### config.mk
export PLATFORM = sky130hd
export DESIGN_NAME = pc_sequencer
export DESIGN_NICKNAME = d
export VERILOG_FILES = /design/src/rtl/pc_sequencer.sv
export SDC_FILE = /design/constraint.sdc
export NUM_CORES = 1
export LEC_CHECK = 0
export BUFFER_PORTS_ARGS = -buffer_cell sky130_fd_sc_hd__buf_4
export CAP_MARGIN = 40
export CORE_ASPECT_RATIO = 0.5
export CORE_MARGIN = 2
export CORE_UTILIZATION = 48
export DETAILED_ROUTE_END_ITERATION = 16
export MAX_ROUTING_LAYER = met4
export PLACE_DENSITY = 0.76
export SLEW_MARGIN = 10
export SYNTH_ARGS = -nofsm -noshare
export SYNTH_HDL_FRONTEND = slang
export SYNTH_SLANG_ARGS = --single-unit
### constraint.sdc
create_clock -name Clk -period 2.6 [get_ports Clk]
set_input_delay 0.26 -clock Clk [delete_from_list [all_inputs] [get_ports Clk]]
set_output_delay 0.26 -clock Clk [all_outputs]
set_load 0.1 [all_outputs]
### src/rtl/pc_sequencer.sv
// -----------------------------------------------------------------------------
// pc_sequencer
//
// Owns the program counter and fetch sequencing of the processor. A rising edge
// on start launches one of three resident programs. While running, the PC
// advances by +1 each cycle or by a signed branch offset. The run ends on a halt
// instruction, or on a fetch address that would fall outside 0..MAX_ADDR. The
// block reports done/fault and a saturating count of run cycles.
//
// Ports
//   Clk        in   1   clock, all state updates on the rising edge
//   Reset      in   1   asynchronous, active-high; clears all state at once
//   start      in   1   launch request (level); only a 0->1 edge launches
//   prog_sel   in   2   program select, sampled on the launch edge only
//   stall      in   1   hold PC this cycle (RUN only)
//   halt_req   in   1   current instruction is halt (RUN only)
//   branch_en  in   1   apply target as PC offset this cycle (RUN only)
//   target     in   D   signed two's-complement branch offset
//   prog_ctr   out  D   current fetch address
//   running    out  1   1 while in RUN
//   done       out  1   1 while in DONE (normal halt or fault)
//   fault      out  1   1 in DONE when the run ended on an out-of-range fetch
//   cycle_cnt  out  CW  RUN cycles of the current/last launch, saturating
//   state_dbg  out  2   raw FSM state (0 IDLE, 1 RUN, 2 DONE)
//
// Control protocol: start is a plain level with no acknowledge. A launch is the
// cycle where start is high and was low on the previous clock. A launch is
// honoured only from IDLE or DONE; while RUN it is ignored. The caller must drop
// start and raise it again to request another launch.
// -----------------------------------------------------------------------------
module pc_sequencer #(
    parameter int D        = 12,
    parameter int CW       = 16,
    parameter int P1_START = 0,
    parameter int P2_START = 200,
    parameter int P3_START = 500,
    parameter int MAX_ADDR = 1023
) (
    input  logic          Clk,
    input  logic          Reset,
    input  logic          start,
    input  logic [1:0]    prog_sel,
    input  logic          stall,
    input  logic          halt_req,
    input  logic          branch_en,
    input  logic [D-1:0]  target,
    output logic [D-1:0]  prog_ctr,
    output logic          running,
    output logic          done,
    output logic          fault,
    output logic [CW-1:0] cycle_cnt,
    output logic [1:0]    state_dbg
);

    typedef enum logic [1:0] {
        S_IDLE = 2'd0,
        S_RUN  = 2'd1,
        S_DONE = 2'd2
    } state_t;

    localparam logic [D-1:0] ADDR_P1  = D'(P1_START);
    localparam logic [D-1:0] ADDR_P2  = D'(P2_START);
    localparam logic [D-1:0] ADDR_P3  = D'(P3_START);
    localparam logic [D-1:0] ADDR_MAX = D'(MAX_ADDR);

    state_t        state;
    state_t        state_d;
    logic [D-1:0]  pc_d;
    logic          fault_d;
    logic [CW-1:0] cnt_d;
    logic          start_q;
    logic          launch;
    logic [D-1:0]  start_addr;
    logic [D:0]    step;
    logic [D:0]    next_pc;
    logic          out_of_range;

    assign launch = start & ~start_q;

    always_comb begin
        start_addr = ADDR_P1;
        case (prog_sel)
            2'd0:    start_addr = ADDR_P1;
            2'd1:    start_addr = ADDR_P2;
            default: start_addr = ADDR_P3;
        endcase
    end

    // Next address is formed one bit wider than the PC, so nothing wraps.
    // The PC is zero-extended and the offset is sign-extended. Bit D of the
    // sum is set exactly when the result lies outside 0..2^D-1. That covers a
    // negative address and an overshoot beyond the PC range.
    assign step         = branch_en ? {target[D-1], target} : (D+1)'(1);
    assign next_pc      = {1'b0, prog_ctr} + step;
    assign out_of_range = next_pc[D] | (next_pc[D-1:0] > ADDR_MAX);

    always_comb begin
        state_d = state;
        pc_d    = prog_ctr;
        fault_d = fault;
        cnt_d   = cycle_cnt;
        case (state)
            S_IDLE, S_DONE: begin
                if (launch) begin
                    state_d = S_RUN;
                    pc_d    = start_addr;
                    cnt_d   = '0;
                    fault_d = 1'b0;
                end
            end
            S_RUN: begin
                // Every RUN cycle counts, including stall and halt cycles.
                if (!(&cycle_cnt)) begin
                    cnt_d = cycle_cnt + CW'(1);
                end
                // Priority: stall > halt_req > branch/increment.
                if (!stall) begin
                    if (halt_req) begin
                        state_d = S_DONE;
                    end else if (out_of_range) begin
                        state_d = S_DONE;
                        fault_d = 1'b1;
                    end else begin
                        pc_d = next_pc[D-1:0];
                    end
                end
            end
            default: state_d = S_IDLE;
        endcase
    end

    // start_q resets high, so a start held through reset release does not
    // launch.
    always_ff @(posedge Clk or posedge Reset) begin
        if (Reset) begin
            state     <= S_IDLE;
            prog_ctr  <= '0;
            fault     <= 1'b0;
            cycle_cnt <= '0;
            start_q   <= 1'b1;
        end else begin
            state     <= state_d;
            prog_ctr  <= pc_d;
            fault     <= fault_d;
            cycle_cnt <= cnt_d;
            start_q   <= start;
        end
    end

    assign running   = (state == S_RUN);
    assign done      = (state == S_DONE);
    assign state_dbg = state;

endmodule

==> reports/summary.txt <==
Outcome - finished, final reports clean
Synth Flop Type - dfrtp_1
Worst path cell trace - ha_4 -> fa_2 -> a211oi_2 -> o21ai_1 -> nand4_1 -> mux2i_2 -> o211ai_4 -> or3_1 -> o221a_2
Register bit count reported by yosys - 32
Clock Pin Slew Worst Setup and Hold Paths - 0.08 ns
CP required - 2.78 ns
Cells after Synth - 226
Critical Path Sink Type - flop
Fmax - 389 MHz
CP Class - flop to flop
Tcrit/Tclk final - 0.989
Number of flops mapped to enable cells by yosys - 0
Worst hold path type - primary input to async pin
Pin count of the biggest net entering global routing - 33
Post-Synth Adder-Cell Area - 0.0844
Inserted Diodes - 0
Synth warn - 0
CTS H-tree lvls - 2
Total Nets Final - 326
DR WL/cell - 14.8 microns
Routed Antenna Nets - 0
CTS tree - done
Synthesized area - 2160 sq um
Max incr delay on CP - 0.50 ns
Gr usage total - 0.211
GPL Wtd Cong - 0.891
Rows - 17
Hold_buf cts - 0
Setup TNS - 0 ns
Initial antenna violation count - 0
Xor/xnor cell area share of the yosys netlist - 0.0688
Post-synthesis simple-gate area fraction - 0.198
CP max-delay cell - dfrtp_4
Post-Syn Area per Cell - 9.57 sq um
Buf/Inv on CP - 0
Placed instance area - 2750 sq um
First-pass GRT wire length - 8270 microns
Hold Vio Cnt, Final - 0
Vias in the first global route - 1,843
LEAKAGE - 0.00137 uW
Mux cell area share after synthesis - 0.0526
Syn-to-layout area delta - 33.3%
Ratio of cells with drive above 1 in the final layout - 0.372
Post-synthesis compound-gate area fraction - 0.200
Die Span Y - 51.5 microns
Starting Density - 0.496
IO buf count - 52
Root Buffer - clkbuf_8
Synth cell types - 50
Horiz. Die Dim - 98.9 microns
Die area - 5090 sq um
Post-DP HPWL - 3810 microns
# clock sinks - 32
Power Density - 1040 nW/um^2
Via density - 5.57
Routed WL - 5200 microns
Finished Cell Area - 2880 sq um
DR iter-0 viols - 59
Post-route insts no fill - 350
Endpoints failing setup - 0
Clk_lat worst skew - 0.29 ns
Worst setup SP type - flop
Slew Limit Fails - 0
Syn Nets - 260
Pre-antenna DRT Iters - 4
Vias - 1,949
Sequential fraction of the synthesis area - 0.371
Ports - 53
RSZ-0062 raised after global routing - yes
Max Root-Sink Buffers - 2
Largest family of logic cells by synthesized area - compound AO/OA/AOI/OAI gates
Slew HR - 0.680
Asr flop ratio synth - 1.00
GRT Residual Overflow - 0
Core Region - 4360 sq um
# DRC - 0
Peak VDD IR - 0.000454 V
# Max-Cap Violations - 0
Worst-margin pin slew - 0.479 ns
Worst EP arrival - 2.75 ns
CP top delay family - compound AO/OA/AOI/OAI gates
Critical Path Fanout Max - 6
Num CTS Buffers - 5
Cells after DPL - 339
Worst Skew - 0.0104 ns
Final min period - 2.57 ns
## worst reg2reg max path, cell delays in order (launching register included)
cell and delay, ns:
dfrtp_4 0.50, ha_4 0.17, fa_2 0.35, a211oi_2 0.22, o21ai_1 0.12, nand4_1 0.13
mux2i_2 0.31, o211ai_4 0.16, or3_1 0.39, o221a_2 0.13
## flip-flops by register name, indices dropped and copies added (netlist names)
register,cells
cycle_cnt,16
prog_ctr,12
fault,1
state_dbg,2
start_q,1
## layout by cell type (no fill, tap or decap), types with 2 or more instances in the layout
master,Yosys,final
buf_4,0,65
nor2_1,20,20
dfrtp_1,31,18
nand2_1,16,16
a21oi_1,13,13
o21ai_0,12,12
and2_1,12,12
xnor2_1,11,11
ha_1,13,10
dfrtp_2,0,10
nand3_1,9,9
mux2_4,6,6
inv_1,6,6
xor2_1,6,6
and3_1,5,5
a21o_1,5,5
clkbuf_8,0,5
nand2b_1,4,4
o21ai_1,4,4
o21bai_1,3,3
nor3_1,3,3
a22o_1,3,3
and4_1,3,3
ha_4,0,3
dfrtp_4,0,3
a211oi_2,1,2
o211ai_2,2,2
a211oi_1,3,2
o211ai_1,2,2
nand4_1,2,2
nand3b_1,2,2
or3_1,2,2
## area by class of cell
cell class,count,area (sq um)
clock buffer,6,72.6
clock inverter,2,35.0
fill,354,1480
inverter,7,28.8
multi-input combinational,181,1360
sequential,32,826
tap,57,71.3
timing repair buffer,65,488
## path summary, 6_finish.rpt
check                                         from                      end  slack (ns)  cells after the start
max                        prog_ctr[0]$_DFFE_PP0P_  prog_ctr[4]$_DFFE_PP0P_        0.03                      9
min                                          Reset  prog_ctr[7]$_DFFE_PP0P_        0.06                      3
max reg2reg                prog_ctr[0]$_DFFE_PP0P_  prog_ctr[4]$_DFFE_PP0P_        0.03                      9
min reg2reg                      fault$_DFFE_PP0P_        fault$_DFFE_PP0P_        0.51                      2
max in group asynchronous                    Reset  prog_ctr[0]$_DFFE_PP0P_        2.18                      3
min in group Clk                             start        start_q$_DFF_PP1_        0.10                      1
## power by group
group / total (uW) / switching (uW) / internal, uW
sequential: 723 / 106 / 616
clock: 483 / 198 / 284
combinational: 1800 / 1250 / 544
total: 3000 / 1560 / 1440
## cell families (layout without fill, tap and decap cells)
kind of cell,count (synthesis),in the layout
simple gates,82,82
compound gates,60,60
flops,32,32
xor+xnor,17,17
fa+ha+maj,14,14
buf+inv,13,80
mux,8,8
## cells in the mapped netlist, drive strengths merged (2+ instances only)
master / n / area share
nand4: 3 / 0.012
nand3b: 2 / 0.0069
mux2: 6 / 0.042
a211oi: 4 / 0.016
nor3: 3 / 0.0069
ha: 13 / 0.075
a21oi: 13 / 0.030
a21o: 5 / 0.017
nand2: 17 / 0.033
dfrtp: 31 / 0.36
o21bai: 3 / 0.010
nand2b: 4 / 0.012
mux2i: 2 / 0.011
o211ai: 5 / 0.028
nor2: 20 / 0.035
and3: 5 / 0.014
nand3: 9 / 0.021
and4: 3 / 0.012
buf: 4 / 0.0093
and2: 12 / 0.035
or3: 2 / 0.0058
xor2: 6 / 0.024
xnor2: 11 / 0.045
o221a: 2 / 0.010
o21ai: 16 / 0.037
a22o: 3 / 0.012
inv: 7 / 0.012
clkbuf: 2 / 0.0035
o31ai: 2 / 0.0093
## repair_timing
item	CTS	global route
buffers inserted	1	2
gates resized for setup	0	2
setup endpoints to repair	1	10
pin swaps	1	0
## layer usage
metal	wire length, microns	track usage	up-vias
met1	2360	0.256	951
met3	226	0.0465	9
li1	-	-	945
met4	65	0.0548	0
met2	2550	0.366	44
met5	0	-	-
## through the flow
| stage | power, uW | hold WS [ns] | util | worst slack (ns) |
|---|---|---|---|---|
| 6_report | 3000 | 0.0611 | 0.661 | 0.0285 |
| 5_1_grt | 3130 | 0.0872 | 0.661 | -0.0654 |
| 4_1_cts | 3000 | 0.0763 | 0.656 | 0.0209 |
| 3_5_place_dp | 2510 | 0.385 | 0.630 | -0.0386 |
| 3_3_place_gp | 2480 | 0.379 | 0.630 | 0.00360 |
| 2_1_floorplan | 2130 | 0.264 | - | -0.0565 |
(Power assumes the default switching activity.)
